File: src/rtl/icache_refill_fsm_pkg.sv
// Shared I-cache geometry, refill FSM state encoding and block word helpers.
// Imported by the refill controller, its interface and the fetch-stage bench.
package icache_refill_fsm_pkg;

  localparam int unsigned IWORD_BITS        = 32;
  localparam int unsigned IWORDS_PER_BLOCK  = 4;
  localparam int unsigned IBLOCK_SIZE_BITS  = IWORD_BITS * IWORDS_PER_BLOCK;
  localparam int unsigned ITAG_SIZE         = 23;
  localparam int unsigned ISET_INDEX_SIZE   = 5;
  localparam int unsigned IBLOCK_ADDR_BITS  = ITAG_SIZE + ISET_INDEX_SIZE;
  localparam int unsigned IBEAT_CNT_BITS    = 2;

  typedef logic [IWORD_BITS-1:0]       word_t;
  typedef logic [IBLOCK_SIZE_BITS-1:0] block_t;
  typedef logic [IBLOCK_ADDR_BITS-1:0] blk_addr_t;

  typedef enum logic [2:0] {
    ST_IDLE     = 3'd0,
    ST_MISS_REQ = 3'd1,
    ST_REFILL   = 3'd2,
    ST_WRITE    = 3'd3,
    ST_REPLAY   = 3'd4
  } icache_state_e;

  // Word i of a block occupies bits 32i+31:32i.
  function automatic word_t block_word(input block_t blk, input logic [1:0] sel);
    word_t w;
    case (sel)
      2'd0:    w = blk[31:0];
      2'd1:    w = blk[63:32];
      2'd2:    w = blk[95:64];
      2'd3:    w = blk[127:96];
      default: w = 32'h0000_0000;
    endcase
    return w;
  endfunction

  function automatic block_t block_set_word(input block_t blk, input logic [1:0] sel,
                                            input word_t w);
    block_t r;
    r = blk;
    case (sel)
      2'd0:    r[31:0]   = w;
      2'd1:    r[63:32]  = w;
      2'd2:    r[95:64]  = w;
      2'd3:    r[127:96] = w;
      default: r = blk;
    endcase
    return r;
  endfunction

endpackage

File: src/rtl/icache_refill_fsm_if.sv
// Fetch-stage bundle around the refill controller: CPU fetch port, I-cache SRAM port,
// memory refill port and performance counters. master = controller, slave = environment.
interface icache_refill_fsm_if;
  import icache_refill_fsm_pkg::*;

  logic      cpu_req_i;
  logic [31:0] cpu_addr_i;
  word_t     cpu_instr_o;
  logic      cpu_stall_o;

  logic      sram_en_o;
  logic      sram_memWen_o;
  blk_addr_t sram_blockAddr_o;
  block_t    sram_dataIn_o;
  logic      sram_hit_i;
  block_t    sram_dataOut_i;

  logic      mem_req_o;
  logic [31:0] mem_addr_o;
  logic      mem_gnt_i;
  logic      mem_rvalid_i;
  word_t     mem_rdata_i;

  logic [31:0] stat_hits_o;
  logic [31:0] stat_misses_o;

  modport master (
    input  cpu_req_i, cpu_addr_i, sram_hit_i, sram_dataOut_i,
           mem_gnt_i, mem_rvalid_i, mem_rdata_i,
    output cpu_instr_o, cpu_stall_o, sram_en_o, sram_memWen_o, sram_blockAddr_o,
           sram_dataIn_o, mem_req_o, mem_addr_o, stat_hits_o, stat_misses_o
  );

  modport slave (
    output cpu_req_i, cpu_addr_i, sram_hit_i, sram_dataOut_i,
           mem_gnt_i, mem_rvalid_i, mem_rdata_i,
    input  cpu_instr_o, cpu_stall_o, sram_en_o, sram_memWen_o, sram_blockAddr_o,
           sram_dataIn_o, mem_req_o, mem_addr_o, stat_hits_o, stat_misses_o
  );

endinterface

File: src/rtl/icache_refill_fsm.sv
// I-cache refill controller: same-cycle hit service, 4-beat block refill, SRAM write, replay.
// Hit/miss performance counters are built only when ICACHE_STATS_EN is defined.
module icache_refill_fsm
  import icache_refill_fsm_pkg::*;
(
  input logic                 clk,
  input logic                 rst,
  icache_refill_fsm_if.master bus
);

  icache_state_e             state_q;
  logic [IBEAT_CNT_BITS-1:0] beat_q;
  block_t                    buf_q;
  blk_addr_t                 addr_q;
  logic                      mem_req_q;
  logic                      wen_q;

  logic      lookup_s;
  logic      stall_s;
  logic      miss_s;
  blk_addr_t blk_addr_s;
  logic      unused_addr_lsb_s;

  assign unused_addr_lsb_s = ^bus.cpu_addr_i[1:0];

  // Lookup qualification, stall and SRAM block address per state
  always_comb begin
    lookup_s   = 1'b0;
    stall_s    = 1'b0;
    blk_addr_s = addr_q;
    case (state_q)
      ST_IDLE: begin
        lookup_s   = bus.cpu_req_i;
        stall_s    = bus.cpu_req_i & ~bus.sram_hit_i;
        blk_addr_s = bus.cpu_addr_i[31:4];
      end
      ST_REPLAY: begin
        lookup_s = bus.cpu_req_i;
        stall_s  = bus.cpu_req_i & ~bus.sram_hit_i;
      end
      ST_MISS_REQ, ST_REFILL, ST_WRITE: begin
        stall_s = 1'b1;
      end
      default: begin
        lookup_s = 1'b0;
        stall_s  = 1'b0;
      end
    endcase
  end

  assign miss_s = lookup_s & ~bus.sram_hit_i;

  // Held reset masks the combinational fetch-side outputs as well as the state.
  assign bus.cpu_stall_o      = rst & stall_s;
  assign bus.cpu_instr_o      = (rst && lookup_s) ?
                                block_word(bus.sram_dataOut_i, bus.cpu_addr_i[3:2]) :
                                32'h0000_0000;
  assign bus.sram_en_o        = rst & (lookup_s | wen_q);
  assign bus.sram_memWen_o    = wen_q;
  assign bus.sram_blockAddr_o = blk_addr_s;
  assign bus.sram_dataIn_o    = wen_q ? buf_q : bus.sram_dataOut_i;
  assign bus.mem_req_o        = mem_req_q;
  assign bus.mem_addr_o       = {addr_q, 4'h0};

  // Refill sequencer with registered mem_req and SRAM write strobe
  always_ff @(posedge clk or negedge rst) begin
    if (!rst) begin
      state_q   <= ST_IDLE;
      beat_q    <= {IBEAT_CNT_BITS{1'b0}};
      buf_q     <= {IBLOCK_SIZE_BITS{1'b0}};
      addr_q    <= {IBLOCK_ADDR_BITS{1'b0}};
      mem_req_q <= 1'b0;
      wen_q     <= 1'b0;
    end else begin
      case (state_q)
        ST_IDLE: begin
          if (miss_s) begin
            state_q   <= ST_MISS_REQ;
            addr_q    <= bus.cpu_addr_i[31:4];
            mem_req_q <= 1'b1;
          end else begin
            state_q <= ST_IDLE;
          end
        end
        ST_MISS_REQ: begin
          if (bus.mem_gnt_i) begin
            state_q   <= ST_REFILL;
            mem_req_q <= 1'b0;
            beat_q    <= {IBEAT_CNT_BITS{1'b0}};
          end
        end
        ST_REFILL: begin
          if (bus.mem_rvalid_i) begin
            buf_q  <= block_set_word(buf_q, beat_q, bus.mem_rdata_i);
            beat_q <= beat_q + 2'd1;
            if (beat_q == 2'd3) begin
              state_q <= ST_WRITE;
              wen_q   <= 1'b1;
            end
          end
        end
        ST_WRITE: begin
          wen_q   <= 1'b0;
          state_q <= ST_REPLAY;
        end
        ST_REPLAY: begin
          // A replay miss reuses the captured block address; cpu_addr is held while stalled.
          if (miss_s) begin
            state_q   <= ST_MISS_REQ;
            mem_req_q <= 1'b1;
          end else begin
            state_q <= ST_IDLE;
          end
        end
        default: begin
          state_q   <= ST_IDLE;
          mem_req_q <= 1'b0;
          wen_q     <= 1'b0;
        end
      endcase
    end
  end

`ifdef ICACHE_STATS_EN
  logic [31:0] hits_q;
  logic [31:0] misses_q;

  // Only first-look IDLE outcomes count; replay hits are the tail of a counted miss.
  always_ff @(posedge clk or negedge rst) begin
    if (!rst) begin
      hits_q   <= 32'h0000_0000;
      misses_q <= 32'h0000_0000;
    end else begin
      if ((state_q == ST_IDLE) && lookup_s && bus.sram_hit_i) begin
        hits_q <= hits_q + 32'd1;
      end
      if ((state_q == ST_IDLE) && miss_s) begin
        misses_q <= misses_q + 32'd1;
      end
    end
  end

  assign bus.stat_hits_o   = hits_q;
  assign bus.stat_misses_o = misses_q;
`else
  assign bus.stat_hits_o   = 32'h0000_0000;
  assign bus.stat_misses_o = 32'h0000_0000;
`endif

endmodule

File: src/flat_wrapper.sv
// flat-port wrapper written by rule: the top's interface ports become plain ports
module icache_refill_fsm_flat import icache_refill_fsm_pkg::*;
  (clk, rst, bus_cpu_req_i, bus_cpu_addr_i, bus_sram_hit_i, bus_sram_dataOut_i, bus_mem_gnt_i, bus_mem_rvalid_i, bus_mem_rdata_i, bus_cpu_instr_o, bus_cpu_stall_o, bus_sram_en_o, bus_sram_memWen_o, bus_sram_blockAddr_o, bus_sram_dataIn_o, bus_mem_req_o, bus_mem_addr_o, bus_stat_hits_o, bus_stat_misses_o);
  icache_refill_fsm_if bus_i ();
  input logic clk;
  input logic rst;
  input wire logic [$bits(bus_i.cpu_req_i)-1:0] bus_cpu_req_i;
  input wire logic [$bits(bus_i.cpu_addr_i)-1:0] bus_cpu_addr_i;
  input wire logic [$bits(bus_i.sram_hit_i)-1:0] bus_sram_hit_i;
  input wire logic [$bits(bus_i.sram_dataOut_i)-1:0] bus_sram_dataOut_i;
  input wire logic [$bits(bus_i.mem_gnt_i)-1:0] bus_mem_gnt_i;
  input wire logic [$bits(bus_i.mem_rvalid_i)-1:0] bus_mem_rvalid_i;
  input wire logic [$bits(bus_i.mem_rdata_i)-1:0] bus_mem_rdata_i;
  output wire logic [$bits(bus_i.cpu_instr_o)-1:0] bus_cpu_instr_o;
  output wire logic [$bits(bus_i.cpu_stall_o)-1:0] bus_cpu_stall_o;
  output wire logic [$bits(bus_i.sram_en_o)-1:0] bus_sram_en_o;
  output wire logic [$bits(bus_i.sram_memWen_o)-1:0] bus_sram_memWen_o;
  output wire logic [$bits(bus_i.sram_blockAddr_o)-1:0] bus_sram_blockAddr_o;
  output wire logic [$bits(bus_i.sram_dataIn_o)-1:0] bus_sram_dataIn_o;
  output wire logic [$bits(bus_i.mem_req_o)-1:0] bus_mem_req_o;
  output wire logic [$bits(bus_i.mem_addr_o)-1:0] bus_mem_addr_o;
  output wire logic [$bits(bus_i.stat_hits_o)-1:0] bus_stat_hits_o;
  output wire logic [$bits(bus_i.stat_misses_o)-1:0] bus_stat_misses_o;
  assign bus_i.cpu_req_i = bus_cpu_req_i;
  assign bus_i.cpu_addr_i = bus_cpu_addr_i;
  assign bus_i.sram_hit_i = bus_sram_hit_i;
  assign bus_i.sram_dataOut_i = bus_sram_dataOut_i;
  assign bus_i.mem_gnt_i = bus_mem_gnt_i;
  assign bus_i.mem_rvalid_i = bus_mem_rvalid_i;
  assign bus_i.mem_rdata_i = bus_mem_rdata_i;
  assign bus_cpu_instr_o = bus_i.cpu_instr_o;
  assign bus_cpu_stall_o = bus_i.cpu_stall_o;
  assign bus_sram_en_o = bus_i.sram_en_o;
  assign bus_sram_memWen_o = bus_i.sram_memWen_o;
  assign bus_sram_blockAddr_o = bus_i.sram_blockAddr_o;
  assign bus_sram_dataIn_o = bus_i.sram_dataIn_o;
  assign bus_mem_req_o = bus_i.mem_req_o;
  assign bus_mem_addr_o = bus_i.mem_addr_o;
  assign bus_stat_hits_o = bus_i.stat_hits_o;
  assign bus_stat_misses_o = bus_i.stat_misses_o;
  icache_refill_fsm u_core (.clk(clk), .rst(rst), .bus(bus_i));
endmodule
File: config.mk
export PLATFORM = sky130hd
export DESIGN_NAME = icache_refill_fsm_flat
export DESIGN_NICKNAME = d
export VERILOG_FILES = /design/src/rtl/icache_refill_fsm_pkg.sv /design/src/rtl/icache_refill_fsm_if.sv /design/src/rtl/icache_refill_fsm.sv /design/src/flat_wrapper.sv
export SDC_FILE = /design/constraint.sdc
export NUM_CORES = 1
export LEC_CHECK = 0
export BUFFER_PORTS_ARGS = -buffer_cell sky130_fd_sc_hd__buf_2
export CORE_AREA = 2 2 190 192
export CTS_BUF_LIST = sky130_fd_sc_hd__clkbuf_16
export CTS_CLUSTER_SIZE = 40
export DETAILED_ROUTE_END_ITERATION = 10
export DIE_AREA = 0 0 192 194
export SYNTH_ARGS = -nofsm -noshare
export SYNTH_HDL_FRONTEND = slang
export SYNTH_SLANG_ARGS = --single-unit
File: constraint.sdc
create_clock -name clk -period 6.3 [get_ports clk]
set_clock_uncertainty 0.2 [all_clocks]
set_input_delay 1.26 -clock clk [delete_from_list [all_inputs] [get_ports clk]]
set_output_delay 1.26 -clock clk [all_outputs]
set_load 0.005 [all_outputs]
Word-level counts from Yosys, hierarchy flattened. Cells that the tools add are included.

$add $sub $neg: 1. Equal/unequal tests: 14. Mux-type cells: 20. Bitwise logic cells: 8. Reduce and logical (&&, ||, !) cells: 18.

Operators by type and width (number): two-way mux 128 bit (1); case mux 32 bit (4 select lines) (1); two-way mux 32 bit (1); two-way mux 28 bit (1); AND reduction 3 bit (8); case mux 3 bit (4 select lines) (1); two-way mux 3 bit (3); equality test 2 bit, second input constant (4); equality test 3 x 2 -> 1 bit, second input constant (2); two-way mux 1 bit (6); OR reduction 3 bit (2); AND 1 bit (4); equality test 2 x 1 -> 1 bit, second input constant (2); zero test 2 bit (2); two-way mux 2 bit (2); != test 2 x 1 -> 1 bit, second input constant (2); != test 2 bit, second input constant (2); case mux 1 bit (2 select lines) (2); case mux 2 bit (2 select lines) (1); OR reduction 2 bit (2); equality test 3 x 1 -> 1 bit, second input constant (1); equality test 3 bit, second input constant (1); zero test 3 bit (1); NOT 1 bit (3); 6 further kinds (6).

Register bits: 163. Input port bits: 198. Output and inout bits: 288. Logic and storage cells: 70.

Depth between registers and ports, before layout.
Depth in word-level cells: 6. Depth in mapped cells: 6. Mapped depth without buffers: 4.

Worst setup path before layout. Ideal clock, no wire load.

Path type: input port to output port. Start: input bus_cpu_addr_i[2]. End: output bus_cpu_instr_o[10]. Arrival: 2.437 ns. Data required time: 4.840 ns. Slack: 2.403 ns. Stages: 4. Path buffers: 2. Cells stage by stage: clkbuf_1 > buf_2 > mux4_2 > nor2b_1.

Word-level cells in the longest chain between the ends: 3. Elaborated cells between the ends (all ways): 6. Classes of those cells: eq/ne (3); mux (2); reduce/logical (1).

RTL lines: from (decl) (line flat_wrapper.sv:8) `input wire logic [$bits(bus_i.cpu_addr_i)-1:0] bus_cpu_addr_i;`; equality test 2 bit (tied with other cells) (line icache_refill_fsm_pkg.sv:28) `case (sel)`; case mux 32 bit (4 select lines) * (line icache_refill_fsm_pkg.sv:28); two-way mux 32 bit * (line icache_refill_fsm.sv:55) `assign bus.cpu_instr_o = (rst && lookup_s) ?`; to (decl) (line flat_wrapper.sv:14) `output wire logic [$bits(bus_i.cpu_instr_o)-1:0] bus_cpu_instr_o;`.

Mark *: on every way between the ends. The rest lies on a longest branch, timed or not.

Worst setup path after layout.
Start: input rst. End: output bus_cpu_instr_o[12].

Word-level cells in the longest chain between the ends: 2.

RTL lines: from (decl) (line flat_wrapper.sv:6) `input logic rst;`; logical AND 1 bit (line icache_refill_fsm.sv:55); two-way mux 32 bit (line icache_refill_fsm.sv:55).

No other way between the ends.

==> reports/metrics.cfg <==
[finish]
drive_gt1_frac=0.7364
multi_input_comb_area_sq_um=5032
syn_to_final_growth_pct=29.40
final.fill_count=3508
final_net_count=1289
seqCellArea_sq_um=4083
final_instance_count_excl_fillers=1561
most_common_cell_after_layout_fill_and_taps_aside=sky130_fd_sc_hd__buf_2
n_antenna_cell=0
layout.cells.most_common_list=sky130_fd_sc_hd__buf_2, sky130_fd_sc_hd__mux2_2, sky130_fd_sc_hd__dfrtp_1

[synthesis]
syn_avg_cell_area_sq_um=13.92
synth.yosys.seq_area_share=0.4246
post_synth_instance_area_sq_um=9607
synth.ff_latch_count=163
async_reset_ff_frac=1.000
synth_edf_count=0
synth_flop_cell=sky130_fd_sc_hd__dfrtp_1
yosys_warnings=0
yosysUniqueCellTypes=31
postSynthCellCount=690

[floorplan]
core_area_sq_um=35220
chip_height_microns=194
top_level_ports=486
rows=69
initial_utilization=0.2727
die_area_sq_um=37250
fp.dieW_microns=192

[clock_tree]
tritoncts_num_sinks=163
cts_buffer_depth=2
cts_hold_repair.buffers=0
cts_repair_resizes=0
cts-root-buf=sky130_fd_sc_hd__clkbuf_16
h-tree-depth=4
worst_skew_pair.late_latency_ns=0.43
cts.repair_timing.setup_buffer_count=0
tritoncts=done
clk_pin_slew_ns=0.07
clock_buffers_created_by_tritoncts=17

[global_route]
vias_in_the_first_global_route=7059
grt_util_met2=0.2657
gr_util_met3=0.03982
grt_most_used_layer=met2
grt_pass1_wl_mm=41.68
grt_max_degree=71
global_route.usage.met1=0.1715
antenna_violations_before_repair=2
grt.total_usage=0.1485
globalRouteOverflowTotal=0

[routing]
wirelength_mm=28.37
routed_wire_length_per_instance_microns=18.17
ant_nets=0
first_iter_violations=200
via_per_inst=4.451
drc=0
drt_pre_antenna_iters=4
vias=6948

[power]
clock_power_share=0.213
power-per-cell-area_nw_per_um2=385.7
comb_power_share=0.389
netSwitchingPower_uw=1560
switching_share=0.3253
power.leakage_uw=0.006074
vdd_drop_max_v=0.0002064
power_report.internal_total_uw=3235
pwr-share-seq=0.398

[critical_path]
worst_setup_path_start_kind=input pin
cp.arrival_ns=2.92
cp.required_ns=4.84
endpoint_kind=primary output
worst_path_largest_cell_delay_ns=0.53
critical_path_peak_fanout=32
worst-setup-path-type=input pin to primary output
worst_path_max_delay_cell=sky130_fd_sc_hd__nand3_2
crit_chain=buf_6 -> nand3_2 -> buf_4 -> nor2b_1 -> buf_2

[run_status]
outcome=finished, final reports clean

[sta]
finalSetupTns_ns=0
hold_viol=0
rsz0062_at_grt=false
setup_viol=0
timing_worst_slew_pin_value_ns=1.103
slew_violations=0
period_minus_slack_ns=4.382
maxSlewHeadroom=0.2646
period_share=0.6956
fmaxAchievable_mhz=228.2

[job]
maxCapViolations=0

[place]
portbufs=415
place.detailed.instances=1529
hpwl_mm=21.21
gpl.final_weighted_congestion=0.7956

[worst_hold_path]
tightest_hold_check_type=flip-flop to flip-flop

## worst max-delay path, delay by kind of cell
family | cells | cell delay [ns]
buffers and inverters | 3 | 0.85
and+or+nand+nor | 2 | 0.78
## cells by family (layout without fill, tap and decap cells)
kind of cell    Yosys count  in the layout  share of synthesized area
mux                     346            346                     0.4508
compound gates            6              6                   0.004038
flops                   163            163                     0.4246
simple gates             54             54                    0.03530
buf+inv                 116            459                    0.07971
other cells               1             68                  0.0003904
fa+ha+maj                 4              4                   0.005210
## per-layer routing
metal	vias up	share of wire
met3	33	0.071
met1	3447	0.39
li1	3157	-
met4	2	0.020
met5	-	0.00056
met2	309	0.51
## cells in the mapped netlist, types with 2 or more instances
library cell               count  share of area
sky130_fd_sc_hd__mux2_2      293           0.34
sky130_fd_sc_hd__dfrtp_1     163           0.42
sky130_fd_sc_hd__buf_4        72          0.056
sky130_fd_sc_hd__nor2b_1      33          0.021
sky130_fd_sc_hd__mux4_2       32          0.075
sky130_fd_sc_hd__mux2_4       20          0.031
sky130_fd_sc_hd__clkbuf_1     17         0.0066
sky130_fd_sc_hd__buf_2        15         0.0078
sky130_fd_sc_hd__nand2_1       6         0.0023
sky130_fd_sc_hd__nor2_1        5         0.0020
sky130_fd_sc_hd__buf_1         4         0.0016
sky130_fd_sc_hd__ha_1          4         0.0052
sky130_fd_sc_hd__inv_1         4         0.0016
sky130_fd_sc_hd__nand3_1       3         0.0016
sky130_fd_sc_hd__buf_12        2         0.0042
sky130_fd_sc_hd__o21ai_0       2         0.0010
## per-stage QoR
step	total power (uW)	cell area, sq um	hold slack (ns)	setup slack, ns	utilization
finish	4794	12430	0.3053	1.918	0.3529
global route	5119	12430	0.3179	1.758	0.3529
CTS	4874	12430	0.3037	1.827	0.3529
detailed placement	3817	11860	0.2876	1.821	0.3368
global placement	3783	11860	0.2813	1.832	0.3368
floorplan	3055	9858	0.2736	2.403	-
## state kept, by name (all words and copies together) (netlist names)
signal and cells:
u_core.state_q 3, u_core.buf_q 128, u_core.addr_q 28, u_core.bus.sram_memWen_o 1, u_core.bus.mem_req_o 1, u_core.beat_q 2
## path summary, 6_finish.rpt
kind                                                        end  cells after the start  slack, ns                     startpoint
min in group asynchronous         u_core.buf_q[124]$_DFFE_PN0P_                      1       0.50                            rst
setup reg to reg                   u_core.buf_q[84]$_DFFE_PN0P_                      3       3.73  u_core.state_q[2]$_DFFE_PN0P_
hold / removal                    u_core.buf_q[105]$_DFFE_PN0P_                      1       0.31  u_core.buf_q[105]$_DFFE_PN0P_
hold reg to reg                   u_core.buf_q[105]$_DFFE_PN0P_                      1       0.31  u_core.buf_q[105]$_DFFE_PN0P_
setup / recovery                            bus_cpu_instr_o[12]                      5       1.92                            rst
max in group asynchronous  u_core.bus.sram_memWen_o$_DFFE_PN0P_                      2       4.17                            rst
## final cells by class
cell class	count	area share
clock buffers	17	0.03422
clock inverters	15	0.01147
inverters	4	0.001208
multi-input cells	478	0.4048
flip-flops and latches	163	0.3284
well taps	461	0.04640
repair buffers	423	0.1734
## power by group through the flow
stage                     sequential, uW  combinational (uW)  clock [uW]
after global routing                1980                2030        1110
after global placement              1910                1870           0
after CTS                           1910                1900        1060
after floorplan                     1750                1300           0
final                               1910                1870        1020
after detailed placement            1910                1900           0
No activity file was read; power rests on OpenSTA's default activity.
